### config.mk
export PLATFORM = sky130hd
export DESIGN_NAME = uart_tx_tick_flat
export DESIGN_NICKNAME = d
export VERILOG_FILES = /design/src/rtl/uart_tx_tick_if.sv /design/src/rtl/uart_tx_tick.sv /design/src/flat_wrapper.sv
export SDC_FILE = /design/constraint.sdc
export NUM_CORES = 1
export LEC_CHECK = 0
export BUFFER_PORTS_ARGS = -buffer_cell sky130_fd_sc_hd__buf_4
export CAP_MARGIN = 15
export CORE_UTILIZATION = 29
export CTS_BUF_LIST = sky130_fd_sc_hd__clkbuf_2 sky130_fd_sc_hd__clkbuf_4 sky130_fd_sc_hd__clkbuf_8
export DETAILED_ROUTE_END_ITERATION = 16
export SKIP_LAST_GASP = 1
export SYNTH_ARGS = -nofsm -noshare
export SYNTH_HDL_FRONTEND = slang
export SYNTH_SLANG_ARGS = --single-unit
### constraint.sdc
create_clock -name clk -period 2.5 [get_ports clk]
set_input_delay 0.5 -clock clk [delete_from_list [all_inputs] [get_ports clk]]
set_output_delay 0.5 -clock clk [all_outputs]
set_load 0.02 [all_outputs]
### src/rtl/uart_tx_tick_if.sv
// Parallel payload handshake into the tick-driven UART transmitter.
// A transfer happens on the clk edge where tx_valid and tx_ready are both high.
interface uart_tx_tick_if #(
  parameter int DATA_BITS = 8
);
  logic [DATA_BITS-1:0] tx_data;
  logic                 tx_valid;
  logic                 tx_ready;

  modport master (
    output tx_data,
    output tx_valid,
    input  tx_ready
  );

  modport slave (
    input  tx_data,
    input  tx_valid,
    output tx_ready
  );
endinterface

### src/rtl/uart_tx_tick.sv
// UART frame transmitter paced by a one-cycle bit-period strobe (tick).
// Frame: SYNC wait, start bit, DATA_BITS LSB first, optional parity, STOP_BITS stop bits.
module uart_tx_tick #(
  parameter int DATA_BITS  = 8,
  parameter bit PARITY_EN  = 1'b0,
  parameter bit PARITY_ODD = 1'b0,
  parameter int STOP_BITS  = 1
) (
  input  logic                clk,
  input  logic                rst_n,
  input  logic                tick,
  uart_tx_tick_if.slave       bus,
  output logic                tx,
  output logic                busy,
  output logic                done,
  output logic [2:0]          state_dbg
);

  localparam int CNT_W = $clog2(DATA_BITS + 1);

  typedef enum logic [2:0] {
    S_IDLE   = 3'd0,
    S_SYNC   = 3'd1,
    S_START  = 3'd2,
    S_DATA   = 3'd3,
    S_PARITY = 3'd4,
    S_STOP   = 3'd5
  } state_t;

  state_t               state, state_nxt;
  logic [CNT_W-1:0]     bit_cnt, bit_cnt_nxt;
  logic                 stop_cnt, stop_cnt_nxt;
  logic [DATA_BITS-1:0] shreg, shreg_nxt;
  logic                 par, par_nxt;
  logic                 tx_nxt, ready_nxt, busy_nxt, done_nxt;
  logic                 ready_q;
  logic                 accept;
  logic                 last_data, last_stop;

  // ready_q is high exactly in IDLE, so accept can only happen there.
  assign accept    = bus.tx_valid && ready_q;
  assign last_data = (bit_cnt == CNT_W'(DATA_BITS - 1));
  assign last_stop = (stop_cnt == 1'(STOP_BITS - 1));

  assign bus.tx_ready = ready_q;
  assign state_dbg    = state;

  // State register
  always_ff @(posedge clk or negedge rst_n) begin
    if (!rst_n) begin
      state <= S_IDLE;
    end else begin
      state <= state_nxt;
    end
  end

  // Next-state logic; a tick only advances the state that samples it.
  always_comb begin
    state_nxt = state;
    case (state)
      S_IDLE:   if (accept) state_nxt = S_SYNC;
      S_SYNC:   if (tick) state_nxt = S_START;
      S_START:  if (tick) state_nxt = S_DATA;
      S_DATA:   if (tick && last_data) state_nxt = PARITY_EN ? S_PARITY : S_STOP;
      S_PARITY: if (tick) state_nxt = S_STOP;
      S_STOP:   if (tick && last_stop) state_nxt = S_IDLE;
      default:  state_nxt = S_IDLE;
    endcase
  end

  // Datapath next values: shift register, parity latch and counters.
  always_comb begin
    shreg_nxt    = shreg;
    par_nxt      = par;
    bit_cnt_nxt  = bit_cnt;
    stop_cnt_nxt = stop_cnt;
    if (state == S_IDLE && accept) begin
      shreg_nxt = bus.tx_data;
      par_nxt   = (^bus.tx_data) ^ PARITY_ODD;
    end
    if (state == S_DATA && tick) begin
      shreg_nxt   = shreg >> 1;
      bit_cnt_nxt = bit_cnt + CNT_W'(1);
    end
    if (state == S_STOP && tick && !last_stop) begin
      stop_cnt_nxt = stop_cnt + 1'b1;
    end
    if (state_nxt == S_DATA && state != S_DATA) begin
      bit_cnt_nxt = '0;
    end
    if (state_nxt == S_STOP && state != S_STOP) begin
      stop_cnt_nxt = 1'b0;
    end
  end

  // Outputs are registered, so they are derived from the next state.
  always_comb begin
    case (state_nxt)
      S_START:  tx_nxt = 1'b0;
      S_DATA:   tx_nxt = shreg_nxt[0];
      S_PARITY: tx_nxt = par_nxt;
      default:  tx_nxt = 1'b1;
    endcase
    ready_nxt = (state_nxt == S_IDLE);
    busy_nxt  = (state_nxt != S_IDLE);
    done_nxt  = (state == S_STOP) && (state_nxt == S_IDLE);
  end

  always_ff @(posedge clk or negedge rst_n) begin
    if (!rst_n) begin
      shreg    <= '0;
      par      <= 1'b0;
      bit_cnt  <= '0;
      stop_cnt <= 1'b0;
      tx       <= 1'b1;
      ready_q  <= 1'b1;
      busy     <= 1'b0;
      done     <= 1'b0;
    end else begin
      shreg    <= shreg_nxt;
      par      <= par_nxt;
      bit_cnt  <= bit_cnt_nxt;
      stop_cnt <= stop_cnt_nxt;
      tx       <= tx_nxt;
      ready_q  <= ready_nxt;
      busy     <= busy_nxt;
      done     <= done_nxt;
    end
  end

endmodule

### src/flat_wrapper.sv
// flat-port wrapper written by rule: the top's interface ports become plain ports
module uart_tx_tick_flat 
#(
  parameter int DATA_BITS  = 8,
  parameter bit PARITY_EN  = 1'b0,
  parameter bit PARITY_ODD = 1'b0,
  parameter int STOP_BITS  = 1
)
  (clk, rst_n, tick, tx, busy, done, state_dbg, bus_tx_data, bus_tx_valid, bus_tx_ready);
  uart_tx_tick_if #(.DATA_BITS(DATA_BITS)) bus_i ();
  input  logic clk;
  input  logic rst_n;
  input  logic tick;
  output logic tx;
  output logic busy;
  output logic done;
  output logic [2:0] state_dbg;
  input wire logic [$bits(bus_i.tx_data)-1:0] bus_tx_data;
  input wire logic [$bits(bus_i.tx_valid)-1:0] bus_tx_valid;
  output wire logic [$bits(bus_i.tx_ready)-1:0] bus_tx_ready;
  assign bus_i.tx_data = bus_tx_data;
  assign bus_i.tx_valid = bus_tx_valid;
  assign bus_tx_ready = bus_i.tx_ready;
  uart_tx_tick #(.DATA_BITS(DATA_BITS), .PARITY_EN(PARITY_EN), .PARITY_ODD(PARITY_ODD), .STOP_BITS(STOP_BITS)) u_core (.clk(clk), .rst_n(rst_n), .tick(tick), .bus(bus_i), .tx(tx), .busy(busy), .done(done), .state_dbg(state_dbg));
endmodule
==> Word level (Yosys, flattened, before mapping) <==
Cells that the tools add are included.
{ "op_classes": {"add_sub_neg": 2, "eq_ne": 12, "muxes": 15, "n_bitwise": 1, "reduce_logical": 17} }
{ "ops": {"columns": ["op", "count"], "rows": [
  ["2-to-1 mux 3 bit", 6],
  ["one-hot mux 3 bit (6 select lines)", 1],
  ["2-to-1 mux 8 bit", 2],
  ["== test 3 x 2 -> 1 bit, second input constant", 4],
  ["== test 3 bit, second input constant", 4],
  ["logical AND 1 bit", 10],
  ["2-to-1 mux 4 bit", 2],
  ["XOR reduction 8 bit", 1],
  ["zero test 3 bit", 2],
  ["nonzero test 2 bit", 3],
  ["adder 4 x 1 -> 4 bit, second input constant", 1],
  ["== test 4 x 3 -> 1 bit, second input constant", 1],
  ["== test 3 x 1 -> 1 bit, second input constant", 1],
  ["2-to-1 mux 1 bit", 3],
  ["!= test 3 x 2 -> 1 bit, second input constant", 1],
  ["!= test 3 bit, second input constant", 1],
  ["one-hot mux 1 bit (3 select lines)", 1],
  ["nonzero test 3 bit", 1],
  ["adder 1 bit, second input constant", 1],
  ["NOT 1 bit", 1]
]} }
{ "totals": {"regBits": 21, "in_bits": 12, "output_inout_bits": 7} }

==> Depth between registers and ports, before layout <==
Gate-level depths: netlist (run 1).
{ "depth": {"ltp_word": 7, "mapped_depth": 7, "ltp_nobuf": 5} }

==> Least setup slack after synthesis (run 1) <==
No wires, ideal clock.
{ "synth_timing": {"kind": "input-to-reg", "from": "input tick", "to": "register u_core.busy", "setup_time_ps": 131, "arrival_ps": 1539, "setup_slack_ps": 830, "stages": 6, "path_buffers": 1, "cell_sequence": "buf_2 > and3b_1 > o21ai_0 > a31oi_4 > inv_2 > or3_1"} }
{ "synth_between": {"elab_chain_cells": 4, "word_cells_on_any_way": 9} }
{ "synth_rtl": {"columns": ["element", "line_no", "text"], "rows": [
  ["start, declared", "flat_wrapper.sv:13", "input logic tick;"],
  ["logical AND 1 bit, on equally long branches", "uart_tx_tick.sv:66, uart_tx_tick.sv:64", null],
  ["2-to-1 mux 3 bit, on equally long branches", "uart_tx_tick.sv:66, uart_tx_tick.sv:64", null],
  ["one-hot mux 3 bit (6 select lines) *", "uart_tx_tick.sv:60", "case (state)"],
  ["named net u_core.state_nxt[0]", "uart_tx_tick.sv:30", "state_t state, state_nxt;"],
  ["nonzero test 3 bit *", "uart_tx_tick.sv:105", "busy_nxt = (state_nxt != S_IDLE);"],
  ["named net u_core.busy_nxt", "uart_tx_tick.sv:35", "logic tx_nxt, ready_nxt, busy_nxt, done_nxt;"],
  ["end signal, assigned", "uart_tx_tick.sv:126", "busy <= busy_nxt;"],
  ["end, declared", "uart_tx_tick.sv:14", "output logic busy,"]
]} }
Mark *: on every way through the listed nets, which the timed path passes. The rest lies on a longest branch.
A chain may end at the register's enable or synchronous reset.

==> Worst setup path after layout (run 1) <==
{ "layout_timing": {"from": "register u_core.state[0], in the netlist u_core.state_dbg[0]", "to": "register u_core.tx"} }
{ "layout_between": {"elab_chain_cells": 5, "word_cells_on_any_way": 22} }
{ "layout_rtl": {"columns": ["element", "line_no", "text"], "rows": [
  ["start, declared", "uart_tx_tick.sv:30", null],
  ["start signal, assigned", "uart_tx_tick.sv:53", "state <= state_nxt;"],
  ["parallel branches: the longest is 4 deep, another holds one-hot mux 3 bit (6 select lines)", null, null],
  ["one-hot mux 1 bit (3 select lines) *", "uart_tx_tick.sv:98", "case (state_nxt)"],
  ["named net u_core.tx_nxt", "uart_tx_tick.sv:35", null],
  ["end signal, assigned", "uart_tx_tick.sv:124", "tx <= tx_nxt;"],
  ["end, declared", "uart_tx_tick.sv:13", "output logic tx,"]
]} }
Mark *: on every way through the listed nets, which the timed path passes. The select of a mux whose other input is x is not followed.

==> results of run 1 <==
[flip-flops by register name, summed over array words and instances (netlist names)]
signal / flops
u_core.tx: 1
u_core.stop_cnt: 1
u_core.bus.tx_ready: 1
u_core.state_dbg: 3
u_core.busy: 1
u_core.bit_cnt: 4
u_core.par: 1
u_core.shreg: 8
u_core.done: 1
[layer usage]
metal	vias to the layer above	GRT usage	wire length [µm]
li1	428	-	-
met1	421	0.1577	1002
met2	19	0.1596	987
met3	2	0.03623	102
met4	0	0.03409	12
met5	-	0	0
[cells by family (layout without fill, tap and decap cells)]
family,Yosys count,in the layout
buffers and inverters,9,26
flip-flops,21,21
AO/OA/AOI/OAI,22,22
XOR/XNOR,7,7
adder cells (fa/ha/maj),1,1
AND/OR/NAND/NOR,53,53
multiplexers,1,1
[final cells by class]
| type | count | area (µm²) |
|---|---|---|
| Fill cell | 366 | 2166 |
| Sequential cell | 21 | 528.0 |
| Multi-Input combinational cell | 84 | 516.7 |
| Timing Repair Buffer | 19 | 142.6 |
| Tap cell | 46 | 57.56 |
| Clock buffer | 3 | 41.29 |
| Inverter | 3 | 11.26 |
| Clock inverter | 1 | 5.005 |
[per-stage QoR]
step | power, W | util | setup slack, ns
2_1_floorplan | 0.0008152 | - | 0.8296
3_3_place_gp | 0.0009181 | 0.3622 | 0.7737
3_5_place_dp | 0.0009316 | 0.3622 | 0.7473
6_report | 0.001144 | 0.3755 | 0.7692
4_1_cts | 0.001160 | 0.3755 | 0.7567
5_1_grt | 0.001238 | 0.3755 | 0.5996
[worst max-delay path: cells and delay by family, from the launching register on]
family	cells	cell delay (ns)
compound gates	2	0.47
flops	1	0.52
simple gates	2	0.67
[report_power, final]
part           internal (W)  switching (W)
registers          0.000451      0.0000856
clock network      0.000111       0.000111
logic              0.000189       0.000197
total              0.000751       0.000394
[final timing paths]
check                                         startpoint                            end  slack (ns)  cells after the start
setup / recovery           u_core.state_dbg[0]$_DFF_PN0_            u_core.tx$_DFF_PN1_        0.77                      4
hold / removal                                     rst_n           u_core.par$_DFF_PN0_        0.11                      1
setup reg to reg           u_core.state_dbg[0]$_DFF_PN0_            u_core.tx$_DFF_PN1_        0.77                      4
hold reg to reg              u_core.stop_cnt$_DFFE_PN0P_    u_core.stop_cnt$_DFFE_PN0P_        0.50                      2
max in group asynchronous                          rst_n  u_core.bus.tx_ready$_DFF_PN1_        2.11                      1
min in group clk             u_core.stop_cnt$_DFFE_PN0P_    u_core.stop_cnt$_DFFE_PN0P_        0.50                      2
[synthesized netlist by cell type (2+ instances only)]
library cell	number
dfstp_2	2
buf_2	4
o22ai_1	2
xnor2_1	7
a31oi_1	6
a211o_1	2
inv_1	2
nand3_1	2
and3b_1	2
dfrtp_1	19
nor2b_1	2
o21ai_0	6
nor2_1	8
a21oi_1	3
and3_1	2
nand2_1	22
nor3_1	3
and2_1	2
==> metrics.md, run 1 <==
| Metric | Value |
|---|---|
| Syn Std Cell Area | 0.001091 mm² |
| Final wirelength | 2105 µm |
| Sequential fraction of the synthesis area | 0.4839 |
| Worst-path fanout max | 13 |
| Final Instance Area | 0.001303 mm² |
| Total core area | 0.003468 mm² |
| TritonCTS clock tree | built |
| Yosys reg bits | 21 |
| GPL Wtd Cong | 0.7341 |
| Fin cells | 177 |
| Layout area overhead | 19.38% |
| Vias in the first global route | 752 |
| First-pass GRT wire length | 3567 µm |
| DRC | 0 |
| Adder-cell area share of the yosys netlist | 0.01147 |
| Die area | 0.004011 mm² |
| Cell Chain, Critical Path | nor4b_2, nand2_1, a2111oi_2, o22ai_1 |
| Worst path required time | 2.69 ns |
| Most frequent cells in the layout | 22 x nand2_1, 19 x buf_4, 19 x dfrtp_1 |
| H-tree Lvls | 1 |
| Number of synthesized flops with an enable pin | 0 |
| WP data arrival | 1.92 ns |
| Post-CTS Setup Bufs | 0 |
| ANT nets after route | 0 |
| Hpwl dp | 1522 µm |
| Avg Cell Area, Syn | 9.571 µm² |
| Clk Latency, worst-skew pair | 0.26 ns |
| Endpoints failing setup | 0 |
| Routed vias | 870 |
| Initial core utilization | 0.3146 |
| FFs w/ async S/R, synth | 1.000 |
| CTS Buf Count | 3 |
| Rel. slew slack | 0.7308 |
| Hold_buf cts | 0 |
| Clk buf depth | 2 |
| IO Count | 19 |
| Synth Flop Type | dfrtp_1 |
| Cell taking the most area after synthesis | dfrtp_1 |
| Die Width | 63.34 µm |
| Startpoint type of the worst setup path | register |
| Synth Area in Compound Gates | 0.1445 |
| Die Span Y | 63.34 µm |
| Post-synthesis mux area share | 0.009174 |
| DP Area | 0.001256 mm² |
| TNS Setup | 0 ns |
| Root buffer selected by CTS | clkbuf_8 |
| Number of port buffers | 18 |
| Antenna cell count | 0 |
| Main combinational cell family by area after synthesis | simple AND/OR/NAND/NOR gates |
| Fin Hold WS | 0.1095 ns |
| Max VDD drop | 462.7 µV |
| DRT iter0 DRCs | 25 |
| # rows | 21 |
| Post-cts resize count | 0 |
| CP Capture Type | register |
| Synth unique cells | 36 |
| Post-synthesis simple-gate area fraction | 0.2523 |
| Kind of critical path | reg2reg |
| Synth top area cells | dfrtp_1 44%, nand2_1 7.6%, xnor2_1 5.6% |
| Detailed Routing Iterations Pass 1 | 5 |
| RSZ-0062 raised after global routing | no |
| GRT Overall Usage | 0.1116 |
| Worst-Margin Slew | 0.4038 ns |
| Final hold vios | 0 |
| Synthesized Nets | 127 |
| Gr ovfl total | 0 |
| P_leak | 0.5599 nW |
| Fmax | 0.5778 GHz |
| Via density | 4.915 |
| Clock transition at path regs | 0.08 ns |
| Slowest cell on the critical path | dfrtp_1 |
| Commonest non-fill, non-tap cell in the layout | nand2_1 |
| Final Skew | 0.001036 ns |
| Tmin final | 1.731 ns |
| Hold Crit Class | in2async |
| Share of layout cells above drive strength 1 | 0.2366 |
| XOR/XNOR share of the synthesized area | 0.05619 |
| Outcome | finished clean |
| P per Cell Area | 878.3 mW/mm² |
| Final worst-path cycle share | 0.6923 |
| Maximum number of pins on one net before global-route repair | 22 |
| WL/cell | 11.89 µm |
| Placed cells | 173 |
| Max incr delay on CP | 0.52 ns |
| Initial antenna violation count | 0 |
| Max-slew violations | 0 |
| Nets | 145 |
| Synth top area share | 0.4358 |
| CTS Sinks | 21 |
| Cells after Synth | 114 |
| YS warnings | 0 |
| Max Cap Viol | 0 |
(Power assumes the default switching activity.)
==> run 2, diff against run 1 <==
- clock period: 2.5 -> 1.7 ns (I/O delays scaled with it)
==> run 2 against run 1 <==
Die area is the same. Combinational power rose by 61%. Routed wire length rose by 14%. First-iteration DRC count rose by 44%. Cell area is 3.8% higher. Clock power rose by 45%. Non-clock buffer count increased by 3. Setup slack worse by 0.65 ns. Hold slack improved by 0.23 ns.
==> metrics.md, run 2 (synthesis gave the netlist of run 1 again) <==
| Metric | Value |
|---|---|
| Outcome | finished clean |
| Number of port buffers | 18 |
| Total core area | 0.003468 mm² |
| FILL cells | 354 |
| Most frequent cells in the layout | 22 x nand2_1, 21 x buf_4, 18 x dfrtp_1 |
| Commonest non-fill, non-tap cell in the layout | nand2_1 |
| Nets | 148 |
| Initial antenna violation count | 0 |
| Clk buf depth | 2 |
| DP Area | 0.001271 mm² |
| Grt met3 use | 0.03623 |
| Routed vias | 882 |
| GRT met1 Usage | 0.1599 |
| Clk Latency, worst-skew pair | 0.26 ns |
| Maximum number of pins on one net before global-route repair | 22 |
| Max-slew violations | 0 |
| Met2 global-route usage | 0.2194 |
| TritonCTS clock tree | built |
| GRT Max-Usage Layer | met2 |
| ANT nets after route | 0 |
| Antenna cell count | 0 |
| Gr ovfl total | 0 |
| Worst-path fanout max | 11 |
| Max incr delay on CP | 0.48 ns |
| Rel. slew slack | 0.7275 |
| RSZ-0062 raised after global routing | no |
| Via density | 4.900 |
| Kind of critical path | reg2reg |
| Startpoint type of the worst setup path | register |
| DRC | 0 |
| Max reg flops | 8 |
| Initial core utilization | 0.3146 |
| WP buf/inv | 1 |
| IO Count | 19 |
| Max VDD drop | 438.7 µV |
| Vias in the first global route | 891 |
| Max Cap Viol | 0 |
| Final wirelength | 2407 µm |
| Die area | 0.004011 mm² |
| Die Width | 63.34 µm |
| Post-CTS Setup Bufs | 0 |
| Detailed Routing Iterations Pass 1 | 5 |
| CP Capture Type | register |
| Worst path required time | 1.85 ns |
| Endpoints failing setup | 0 |
| Reg area | 529.3 µm² |
| Root buffer selected by CTS | clkbuf_8 |
| Layout area overhead | 23.97% |
| Fin util | 0.3900 |
| Area of the multi-input gates | 540.5 µm² |
| Top register by number of flip-flops | u_core.shreg |
| Final hold vios | 0 |
| DRT iter0 DRCs | 36 |
| GRT Overall Usage | 0.1307 |
| CTS Sinks | 21 |
| Final Instance Area | 0.001353 mm² |
| # rows | 21 |
| WL/cell | 13.37 µm |
| WP data arrival | 1.73 ns |
| Final Skew | 0.008246 ns |
| GPL Wtd Cong | 0.7571 |
| Tmin final | 1.585 ns |
| Hold Crit Class | in2reg |
| Slowest cell on the critical path | dfrtp_2 |
| First-pass GRT wire length | 4029 µm |
| H-tree Lvls | 1 |
| TNS Setup | 0 ns |
| CP top delay family | simple AND/OR/NAND/NOR gates |
| Die Span Y | 63.34 µm |
| Fmax | 0.6307 GHz |
| P_leak | 0.5723 nW |
| Cell Chain, Critical Path | and3b_1, o21ai_0, a31oi_4, inv_2, or3_1 |
| P per Cell Area | 1291 mW/mm² |
| Share of layout cells above drive strength 1 | 0.2612 |
| Worst-Margin Slew | 0.4087 ns |
| Clock transition at path regs | 0.08 ns |
| Hpwl dp | 1806 µm |
| CTS Buf Count | 3 |
| Final worst-path cycle share | 0.9326 |
## run 2: layout make-up
cell class,count,area share
Multi-Input combinational cell,84,0.3996
Sequential cell,21,0.3913
Timing Repair Buffer,22,0.1240
Tap cell,46,0.04255
Clock buffer,3,0.03053
Inverter,3,0.008326
Clock inverter,1,0.003700
## run 2: worst register-to-register path: cells and delay by family (launching register included)
kind / cells / cell delay, ns
AO/OA/AOI/OAI: 2 / 0.37
buffers and inverters: 1 / 0.08
flip-flops: 1 / 0.48
AND/OR/NAND/NOR: 2 / 0.55
## run 2: worst paths after layout
kind                                                     from                             to  slack [ns]  cells after the start
worst min register to register           u_core.par$_DFF_PN0_           u_core.par$_DFF_PN0_        0.52                      2
worst max register to register  u_core.state_dbg[0]$_DFF_PN0_          u_core.busy$_DFF_PN0_        0.11                      5
min in group asynchronous                               rst_n           u_core.par$_DFF_PN0_        0.49                      2
worst max-delay path            u_core.state_dbg[0]$_DFF_PN0_          u_core.busy$_DFF_PN0_        0.11                      5
max in group asynchronous                               rst_n  u_core.bus.tx_ready$_DFF_PN1_        0.94                      2
worst min-delay path                           bus_tx_data[6]    u_core.shreg[6]$_DFFE_PN0P_        0.34                      3
## run 2: timing repair
item                                    4_1_cts  5_1_grt
hold buffers                                  1        0
endpoints found under the setup margin        0        4
endpoints found under the hold margin        19        0
gates resized for setup                       0        4
## run 2: per-stage QoR
step                total power (W)  worst slack (ns)  hold WS (ns)  instances
global placement           0.001365            0.1183        0.2386        175
detailed placement         0.001396           0.05823        0.2427        175
CTS                        0.001730           0.05261        0.3398        180
floorplan                  0.001199           0.03601       0.04441        114
global route               0.001893           0.02536        0.3430        180
finish                     0.001746            0.1145        0.3417        180
## run 2: routing by layer
layer / wire, µm / part of all wire / vias to the layer above
met4: 42 / 0.017 / 0
met2: 1218 / 0.51 / 21
met1: 1051 / 0.44 / 420
met3: 94 / 0.039 / 4
li1: - / - / 437
met5: 0 / 0 / -
## run 2: power by group
group          internal, W  total (W)  leakage (nW)  switching (W)
logic             0.000307   0.000623         0.308       0.000316
clock network     0.000163   0.000323        0.0255       0.000160
registers         0.000665   0.000800         0.238       0.000135
total              0.00113    0.00175         0.572       0.000612
